--- config.mk ---
export PLATFORM = sky130hd
export DESIGN_NAME = peak_track
export DESIGN_NICKNAME = d
export VERILOG_FILES = /design/src/rtl/peak_track.sv
export SDC_FILE = /design/constraint.sdc
export NUM_CORES = 1
export LEC_CHECK = 0
export CORE_ASPECT_RATIO = 2
export CORE_UTILIZATION = 35
export DETAILED_ROUTE_END_ITERATION = 10
export HOLD_SLACK_MARGIN = 0.08
export PLACE_DENSITY = 0.47
export SYNTH_ARGS = -nofsm -noshare
export SYNTH_HDL_FRONTEND = slang
export SYNTH_SLANG_ARGS = --single-unit
--- constraint.sdc ---
create_clock -name clk -period 9.2 [get_ports clk]
set_input_delay 1.84 -clock clk [delete_from_list [all_inputs] [get_ports clk]]
set_output_delay 1.84 -clock clk [all_outputs]
set_load 0.01 [all_outputs]
--- src/rtl/peak_track.sv ---
// peak_track: per-range FFT peak tracker with three-point parabolic refinement.
// One magnitude frame arrives per Avalon-ST packet. The largest bin inside each
// programmable range is kept. After the frame, each peak is refined with a
// serial restoring divider, and one backpressured result per range is emitted.
module peak_track #(
    parameter int WIDTH  = 16,
    parameter int NPEAKS = 4,
    parameter int BWIDTH = 10,
    parameter int FRAC   = 8
) (
    input  logic                      clk,
    input  logic                      reset,
    input  logic                      cfg_we,
    input  logic [$clog2(NPEAKS)-1:0] cfg_addr,
    input  logic [BWIDTH-1:0]         cfg_lo,
    input  logic [BWIDTH-1:0]         cfg_hi,
    output logic                      cfg_err,
    input  logic [WIDTH-1:0]          thresh,
    input  logic                      sink_valid,
    output logic                      sink_ready,
    input  logic                      sink_sop,
    input  logic                      sink_eop,
    input  logic [WIDTH-1:0]          sink_mag,
    output logic                      source_valid,
    input  logic                      source_ready,
    output logic                      source_sop,
    output logic                      source_eop,
    output logic                      source_found,
    output logic [BWIDTH-1:0]         source_bin,
    output logic [WIDTH-1:0]          source_mag,
    output logic [FRAC:0]             source_frac,
    output logic [BWIDTH+FRAC-1:0]    source_pos
);

    localparam int AW = $clog2(NPEAKS);
    localparam int SW = $clog2(FRAC + 2);
    localparam int DW = WIDTH + 3;
    localparam int PW = BWIDTH + FRAC;
    localparam logic [SW-1:0] LAST_STEP = SW'(FRAC + 1);
    localparam logic [AW-1:0] LAST_IDX  = AW'(NPEAKS - 1);
    localparam logic [FRAC:0] HALF      = (FRAC + 1)'(1) << (FRAC - 1);

    typedef enum logic [1:0] {IDLE, ACCUM, CALC, OUT} state_t;

    state_t state, state_nxt;

    logic beat;
    logic xfer;

    // Range table
    logic [BWIDTH-1:0] lo_tab [NPEAKS];
    logic [BWIDTH-1:0] hi_tab [NPEAKS];

    // Sliding window and frame bookkeeping
    logic [WIDTH-1:0]  thr;
    logic [WIDTH-1:0]  p1;
    logic [WIDTH-1:0]  p2;
    logic [BWIDTH-1:0] cnt;

    // Per-range peak trackers
    logic [NPEAKS-1:0] found_vec;
    logic [BWIDTH-1:0] k_tab [NPEAKS];
    logic [WIDTH-1:0]  r_tab [NPEAKS];
    logic [WIDTH-1:0]  s_tab [NPEAKS];
    logic [WIDTH-1:0]  t_tab [NPEAKS];
    logic [NPEAKS-1:0] hit;

    // Refinement datapath
    logic [AW-1:0]     idx;
    logic [SW-1:0]     step;
    logic              num_neg;
    logic              skip;
    logic              ovf;
    logic [DW-1:0]     den_u;
    logic [DW-1:0]     rem;
    logic [FRAC:0]     dvd;
    logic [FRAC-1:0]   quo;

    logic [BWIDTH-1:0] k_sel;
    logic [WIDTH-1:0]  r_sel;
    logic [WIDTH-1:0]  s_sel;
    logic [WIDTH-1:0]  t_sel;
    logic [WIDTH-1:0]  num_abs_c;
    logic [DW-1:0]     den_c;
    logic              den_pos;
    logic [DW:0]       trial;
    logic              ge;
    logic [FRAC:0]     q_next;
    logic [FRAC:0]     q_mag;
    logic [FRAC:0]     frac_c;
    logic signed [PW:0] pos_c;
    logic [PW-1:0]     pos_out;

    assign sink_ready = (state == IDLE) || (state == ACCUM);
    assign beat       = sink_valid && sink_ready;
    assign xfer       = source_valid && source_ready;

    // State register: reset always returns to IDLE and aborts any frame or result sequence
    always_ff @(posedge clk) begin
        if (reset) state <= IDLE;
        else       state <= state_nxt;
    end

    // Next-state logic: a frame starts on sop, refinement runs per range, then results drain
    always_comb begin
        state_nxt = state;
        case (state)
            IDLE:  if (beat && sink_sop) state_nxt = sink_eop ? CALC : ACCUM;
            ACCUM: if (beat && sink_eop) state_nxt = CALC;
            CALC:  if (step == LAST_STEP) state_nxt = OUT;
            OUT:   if (xfer) state_nxt = (idx == LAST_IDX) ? IDLE : CALC;
            default: state_nxt = IDLE;
        endcase
    end

    // Range table writes are honoured only between frames; otherwise flag a rejection
    always_ff @(posedge clk) begin
        if (reset) begin
            cfg_err <= 1'b0;
            for (int i = 0; i < NPEAKS; i++) begin
                lo_tab[i] <= '0;
                hi_tab[i] <= '0;
            end
        end else begin
            cfg_err <= cfg_we && (state != IDLE);
            if (cfg_we && (state == IDLE)) begin
                lo_tab[cfg_addr] <= cfg_lo;
                hi_tab[cfg_addr] <= cfg_hi;
            end
        end
    end

    // Candidate test for center k=cnt; strict greater-than keeps the earliest bin on ties
    always_comb begin
        hit = '0;
        for (int i = 0; i < NPEAKS; i++) begin
            hit[i] = (cnt >= lo_tab[i]) && (cnt < hi_tab[i]) && (p1 >= thr) &&
                     (!found_vec[i] || (p1 > s_tab[i]));
        end
    end

    // Window shift and tracker update; the counter holds the index of the newest bin
    always_ff @(posedge clk) begin
        if (reset) begin
            thr       <= '0;
            cnt       <= '0;
            p1        <= '0;
            p2        <= '0;
            found_vec <= '0;
            for (int i = 0; i < NPEAKS; i++) begin
                k_tab[i] <= '0;
                r_tab[i] <= '0;
                s_tab[i] <= '0;
                t_tab[i] <= '0;
            end
        end else if (beat) begin
            if (sink_sop) begin
                thr       <= thresh;
                cnt       <= '0;
                p1        <= sink_mag;
                p2        <= '0;
                found_vec <= '0;
                for (int i = 0; i < NPEAKS; i++) begin
                    k_tab[i] <= '0;
                    r_tab[i] <= '0;
                    s_tab[i] <= '0;
                    t_tab[i] <= '0;
                end
            end else if ((state == ACCUM) && (cnt != '1)) begin
                for (int i = 0; i < NPEAKS; i++) begin
                    if (hit[i]) begin
                        found_vec[i] <= 1'b1;
                        k_tab[i]     <= cnt;
                        r_tab[i]     <= p2;
                        s_tab[i]     <= p1;
                        t_tab[i]     <= sink_mag;
                    end
                end
                cnt <= cnt + 1'b1;
                p2  <= p1;
                p1  <= sink_mag;
            end
        end
    end

    // Interpolation terms, one divider iteration, and final result formatting
    always_comb begin
        k_sel     = k_tab[idx];
        r_sel     = r_tab[idx];
        s_sel     = s_tab[idx];
        t_sel     = t_tab[idx];
        num_abs_c = (t_sel >= r_sel) ? (t_sel - r_sel) : (r_sel - t_sel);
        den_c     = {1'b0, s_sel, 2'b00} - {2'b00, r_sel, 1'b0} - {2'b00, t_sel, 1'b0};
        den_pos   = !den_c[DW-1] && (den_c != '0);
        trial     = {rem, dvd[FRAC]};
        ge        = trial >= {1'b0, den_u};
        q_next    = {quo, ge};
        q_mag     = (ovf || (q_next > HALF)) ? HALF : q_next;
        frac_c    = skip ? '0 : (num_neg ? -q_mag : q_mag);
        pos_c     = $signed({1'b0, k_sel, {FRAC{1'b0}}}) +
                    $signed({{(PW - FRAC){frac_c[FRAC]}}, frac_c});
        pos_out   = pos_c[PW] ? '0 : pos_c[PW-1:0];
    end

    // Serial restoring divider: a load cycle then FRAC+1 quotient bits, MSB first
    always_ff @(posedge clk) begin
        if (reset) begin
            idx     <= '0;
            step    <= '0;
            num_neg <= 1'b0;
            skip    <= 1'b1;
            ovf     <= 1'b0;
            den_u   <= '0;
            rem     <= '0;
            dvd     <= '0;
            quo     <= '0;
        end else begin
            case (state)
                CALC: begin
                    step <= step + 1'b1;
                    if (step == '0) begin
                        skip    <= !found_vec[idx] || !den_pos;
                        num_neg <= t_sel < r_sel;
                        den_u   <= den_c;
                        rem     <= DW'(num_abs_c >> 1);
                        ovf     <= DW'(num_abs_c >> 1) >= den_c;
                        dvd     <= {num_abs_c[0], {FRAC{1'b0}}};
                        quo     <= '0;
                    end else begin
                        rem <= ge ? DW'(trial - {1'b0, den_u}) : DW'(trial);
                        dvd <= {dvd[FRAC-1:0], 1'b0};
                        quo <= q_next[FRAC-1:0];
                    end
                end
                OUT: begin
                    step <= '0;
                    if (xfer && (idx != LAST_IDX)) idx <= idx + 1'b1;
                end
                default: begin
                    step <= '0;
                    idx  <= '0;
                end
            endcase
        end
    end

    // Result register: loaded when a range finishes refinement, held until accepted
    always_ff @(posedge clk) begin
        if (reset) begin
            source_valid <= 1'b0;
            source_sop   <= 1'b0;
            source_eop   <= 1'b0;
            source_found <= 1'b0;
            source_bin   <= '0;
            source_mag   <= '0;
            source_frac  <= '0;
            source_pos   <= '0;
        end else if ((state == CALC) && (step == LAST_STEP)) begin
            source_valid <= 1'b1;
            source_sop   <= (idx == '0);
            source_eop   <= (idx == LAST_IDX);
            source_found <= found_vec[idx];
            source_bin   <= found_vec[idx] ? k_sel : '0;
            source_mag   <= found_vec[idx] ? s_sel : '0;
            source_frac  <= found_vec[idx] ? frac_c : '0;
            source_pos   <= found_vec[idx] ? pos_out : '0;
        end else if (xfer) begin
            source_valid <= 1'b0;
            source_sop   <= 1'b0;
            source_eop   <= 1'b0;
        end
    end

endmodule

After elaboration in Yosys (flattened, before gate mapping)
Memory sizes are Yosys's and may differ from the RTL's. A register that Yosys moved wholly into a read port is not among the register bits.
Cells that the tools add are included.
Word-level totals
  bits in registers: 186
  logic and storage cells: 285
  bits of input ports: 61
  memories: 6
  output and inout bits: 59
  memory bits (writable): 312
Operators by class
  $add $sub $neg: 10
  bitwise gates (word level): 33
  reductions and logical operators: 59
  multiplexer cells: 119
  magnitude comparators: 19
  equality and inequality tests: 12
Memories
  r_tab: depth 4, bits a word 16, rd ports 1, clocked after memory_dff 1, wr ports 4, line 63  | logic [WIDTH-1:0] r_tab [NPEAKS];
  s_tab: depth 4, bits a word 16, rd ports 5, clocked after memory_dff 1, wr ports 4, line 64  | logic [WIDTH-1:0] s_tab [NPEAKS];
  t_tab: depth 4, bits a word 16, rd ports 1, clocked after memory_dff 1, wr ports 4, line 65  | logic [WIDTH-1:0] t_tab [NPEAKS];
  hi_tab: depth 4, bits a word 10, rd ports 4, clocked after memory_dff 0, wr ports 4, line 52  | logic [BWIDTH-1:0] hi_tab [NPEAKS];
  k_tab: depth 4, bits a word 10, rd ports 1, clocked after memory_dff 1, wr ports 4, line 62  | logic [BWIDTH-1:0] k_tab [NPEAKS];
  lo_tab: depth 4, bits a word 10, rd ports 4, clocked after memory_dff 0, wr ports 4, line 51  | logic [BWIDTH-1:0] lo_tab [NPEAKS];
Operators by type and width (count)
  $mux W16: 30
  $mux W10: 13
  $gt A16 B16 Y1: 4
  $mux W9: 5
  $mux W1: 44
  $ge A10 B10 Y1: 4
  $lt A10 B10 Y1: 4
  $mux W19: 2
  $mux W18: 2
  $mux W2: 17
  $ge A16 B16 Y1: 2
  $or A1 B1 Y1: 32
  $sub A16 B16 Y16: 2
  $logic_and A1 B1 Y1: 22
  $ge A20 B19 Y1: 1
  $reduce_or A10 Y1: 2
  $add A19 B9 Y19: 1
  $ge A15 B19 Y1: 1
  $reduce_bool A19 Y1: 1
  $sub A18 B17 Y19: 1
  $sub A19 B17 Y19: 1
  $sub A19 B19 Y19: 1
  $lt A16 B16 Y1: 1
  $reduce_bool A2 Y1: 7
  other kinds (26): 52

Depth between registers and ports, before layout
  word-level depth: 11
  depth in mapped cells: 28
  gate-level depth less buffers: 23

Least setup slack after synthesis
Ideal clock, no wire load.
  kind: input-to-reg
  from: input port sink_valid
  to: memory k_tab[3][0], enable pin
  required time: 8640 ps
  library setup time: 560 ps
  setup slack: 1530 ps
  arrival time: 7110 ps
  cell stages on the path: 6
  buffers on the path: 0
  cells stage by stage: nor2b_1 > o311ai_1 > a211o_1 > nor2_2 > nand4_1 > o31ai_1
RTL lines
  from (decl): line 19  | input logic sink_valid,
  to (decl): line 62

==> load_flow_metrics.sql <==
INSERT INTO impl_metrics (metric_group, metric, value, unit) VALUES
('status', 'status', 'finished clean', ''),
('grt', 'grt_start_max_net_pins', '122', ''),
('min_path', 'timing.hold.worst.start', 'source_frac[7]', ''),
('synth', 'mappedNetlistArea', '0.0284', 'mm²'),
('clock_tree', 'clock_root_buffer_master', 'clkbuf_16', ''),
('floorplan', 'dieWidth', '203', 'µm'),
('synth', 'syn_nets', '3246', ''),
('place', 'place.port_buffers', '119', ''),
('synth', 'syn-mean-instance-area', '9.81', 'µm²'),
('routing', 'highest_layer', 'met4', ''),
('worst_setup_path', 'worstPathArrival', '6870', 'ps'),
('synth', 'cells_after_synthesis', '2897', ''),
('routing', 'wirelength_per_cell', '23.9', 'µm'),
('grt', 'grt_first_pass_wirelength', '143', 'mm'),
('synth', 'synth_flop_cell', 'edfxtp_1', ''),
('synth', 'synth-edff-count', '254', ''),
('clock_tree', 'cts.sinks', '491', ''),
('sta', 'slew_headroom', '25.0', '%'),
('grt', 'vias_in_the_first_global_route', '22300', ''),
('routing', 'drt_first_iter_violations', '1318', ''),
('min_path', 'hold_depth', '1', ''),
('sta', 'finClkSkew', '31.2', 'ps'),
('routing', 'route.met3.wl', '3.02', 'mm'),
('clock_tree', 'tritoncts', 'yes', ''),
('routing', 'detailroute.wirelength.met2', '52.9', 'mm'),
('synth', 'synth.lib_cells_used.distinct', '86', ''),
('routing', 'number_of_vias_in_the_routed_layout', '21700', ''),
('floorplan', 'core.rowCount', '147', ''),
('worst_setup_path', 'r2r_cells', '18', ''),
('grt', 'overflow_after_grt', '0', ''),
('clock_tree', 'postCtsSetupBuffers', '0', ''),
('clock_tree', 'number_of_resized_instances_in_the_post_cts_repair_step', '0', ''),
('routing', 'viasPerCell', '5.37', ''),
('place', 'routabilityCongestion', '0.949', ''),
('power_and_ir_drop', 'power.density_cell_area', '178', 'mW/mm²'),
('sta', 'worst_slew_pin_slew', '1120', 'ps'),
('routing', 'wirelength_met1', '34.3', 'mm'),
('clock_tree', 'cts_hold_buf', '0', ''),
('power_and_ir_drop', 'p_leak', '0.0126', 'µW'),
('finish', 'layout-drive-gt1-share', '7.57', '%'),
('place', 'hpwlAfterDp', '70.7', 'mm'),
('min_path', 'holdCritPathClass', 'flip-flop to flip-flop', ''),
('sta', 'layout_min_cycle_time', '6380', 'ps'),
('run', 'drv_cap', '0', ''),
('worst_setup_path', 'timing.critical_path.to_type', 'flip-flop', ''),
('clock_tree', 'htree_levels', '2', ''),
('worst_setup_path', 'max_stage_delay', '830', 'ps'),
('finish', 'finish.net_count', '3308', ''),
('worst_setup_path', 'worst_ep_required_time', '9690', 'ps'),
('worst_setup_path', 'path_cells', 'buf_4 -> mux4_2 -> inv_1 -> ha_1 -> nor2b_1 -> o211ai_1 -> o2111ai_1 -> nor3_2 -> buf_4 -> mux2i_1 -> a41o_1 -> xnor2_1 -> ha_1 -> a2111oi_0 -> o21ai_0 -> o2111ai_1 -> a31oi_1 -> a32o_1', ''),
('sta', 'final-setup-viol-count', '0', ''),
('synth', 'async_reset_ff_share', '0', '%'),
('synth', 'yosysSeqAreaShare', '43.6', '%'),
('clock_tree', 'cts.clk_slew.worst_paths', '60', 'ps'),
('grt', 'grt_antenna_before_repair', '0', ''),
('worst_setup_path', 'crit_slowest_cell', 'dfxtp_4', ''),
('power_and_ir_drop', 'vdd_drop_max', '0.158', 'mV'),
('worst_setup_path', 'worst-setup-path-type', 'flip-flop to flip-flop', ''),
('synth', 'synth_warnings', '0', ''),
('floorplan', 'io-pin-count', '120', ''),
('synth', 'ys_ff_latch', '491', ''),
('sta', 'rsz0062_at_grt', 'no', ''),
('clock_tree', 'tritoncts.num_buffers', '49', ''),
('floorplan', 'start_util', '35.3', '%'),
('floorplan', 'core_area', '0.0804', 'mm²'),
('sta', 'totalNegativeSetupSlack', '0', 'ps'),
('routing', 'number_of_iterations_in_the_first_detailed_routing_pass', '6', ''),
('sta', 'hold_violations', '0', ''),
('sta', 'max_clock_freq', '157', 'MHz'),
('worst_setup_path', 'reg2reg_setup_slack', '2820', 'ps'),
('finish', 'diodes_inserted', '0', '');
logic make-up (layout without fill, tap and decap cells):
| kind of cell | after synthesis | after routing | synth area share, % |
|---|---|---|---|
| flip-flops | 491 | 491 | 43.6 |
| AND/OR/NAND/NOR | 871 | 871 | 15.5 |
| multiplexers | 78 | 78 | 5.36 |
| buffers and inverters | 456 | 558 | 6.14 |
| AO/OA/AOI/OAI | 650 | 650 | 14.3 |
| XOR/XNOR | 63 | 63 | 1.97 |
| adder cells (fa/ha/maj) | 288 | 288 | 13.2 |
per-stage QoR:
stage | hold WS, ps | worst slack [ps] | instance area (µm²) | std cells | utilization [%]
floorplan | 432 | 1530 | 28400 | 2897 | -
global placement | 442 | 2880 | 30800 | 3951 | 38.3
detailed placement | 445 | 2860 | 30800 | 3951 | 38.3
CTS | 457 | 2800 | 32600 | 4042 | 40.5
global route | 473 | 2420 | 32600 | 4042 | 40.5
finish | 455 | 2820 | 32600 | 4042 | 40.5
power breakdown:
group / switching, µW / internal [µW]
Combinational: 741 / 402
Clock: 931 / 1310
Sequential: 40.6 / 2380
Total: 1710 / 4090
area by class of cell:
cell class | instances | area, µm²
clock inverter | 23 | 337
inverter | 304 | 1140
multi-input combinational | 1950 | 14400
tap | 1043 | 1310
timing repair buffer | 163 | 1530
sequential | 491 | 12400
fill | 7851 | 47800
clock buffer | 68 | 1450
critical path: cells and delay by family (launching register included):
family	cells	cell delay (ps)
multiplexers	2	1050
AO/OA/AOI/OAI	8	1930
AND/OR/NAND/NOR	2	810
adder cells (fa/ha/maj)	2	600
flip-flops	1	830
buffers and inverters	3	870
XOR/XNOR	1	110
metal layers:
layer  track usage (%)  vias up
li1                  -    10400
met4              14.5        0
met1              23.7    10600
met5                 0        -
met2              45.6      538
met3              2.24      187
flip-flops by register name (all words and copies together) (netlist names), 8 cells and up, named ones only:
signal	flops
lo_tab	40
cnt	10
hi_tab	40
t_tab	64
source_frac	9
p2	16
s_tab	64
p1	16
k_tab	40
rem	19
quo	8
source_bin	10
source_mag	16
den_u	18
source_pos	18
r_tab	64
thr	16
cells in the final DEF, fill, tap and decap left out, types with 13 or more instances in the layout:
| cell type | Yosys | routed |
|---|---|---|
| and3_1 | 27 | 27 |
| edfxtp_1 | 254 | 254 |
| xor2_1 | 15 | 15 |
| fa_1 | 19 | 19 |
| o211ai_1 | 18 | 18 |
| nand2b_1 | 23 | 23 |
| inv_1 | 303 | 303 |
| o21ai_0 | 143 | 143 |
| buf_4 | 4 | 44 |
| nor2b_1 | 19 | 18 |
| xnor2_1 | 47 | 47 |
| a21o_1 | 52 | 52 |
| a32o_1 | 13 | 13 |
| nand2_1 | 192 | 190 |
| nor3_1 | 89 | 88 |
| ha_1 | 269 | 269 |
| mux4_2 | 59 | 59 |
| clkbuf_16 | 0 | 54 |
| a22oi_1 | 27 | 27 |
| o21a_1 | 20 | 20 |
| a21oi_1 | 241 | 241 |
| and2_1 | 184 | 184 |
| nand4_1 | 25 | 25 |
| clkdlybuf4s50_1 | 0 | 118 |
| nand3_1 | 119 | 119 |
| a31oi_1 | 13 | 13 |
| a211oi_1 | 23 | 23 |
| mux2i_1 | 16 | 16 |
| nor2_1 | 152 | 151 |
| dfxtp_1 | 237 | 235 |
worst max-delay path by stage:
stage               depth (start not counted)  slack, ps     endpoint       start
finish                                     18       2820          ovf   flip-flop
global route                               21       2420          ovf   flip-flop
CTS                                        18       2800          ovf   flip-flop
detailed placement                         18       2860          ovf   flip-flop
global placement                           18       2880          ovf   flip-flop
floorplan                                   6       1530  k_tab[3][0]  sink_valid
cells in the mapped netlist (all sizes together) (31+ instances only):
| master | n | area (µm²) |
|---|---|---|
| a21o | 52 | 390 |
| a21oi | 242 | 1210 |
| nand2 | 192 | 721 |
| nand3 | 119 | 596 |
| ha | 269 | 3370 |
| buf | 31 | 148 |
| xnor2 | 47 | 412 |
| nor2 | 153 | 577 |
| nor3 | 89 | 445 |
| and2 | 184 | 1150 |
| clkbuf | 121 | 454 |
| o21ai | 147 | 736 |
| edfxtp | 254 | 7630 |
| dfxtp | 237 | 4740 |
| mux4 | 59 | 1330 |
| inv | 304 | 1140 |
(Power assumes the default switching activity.)
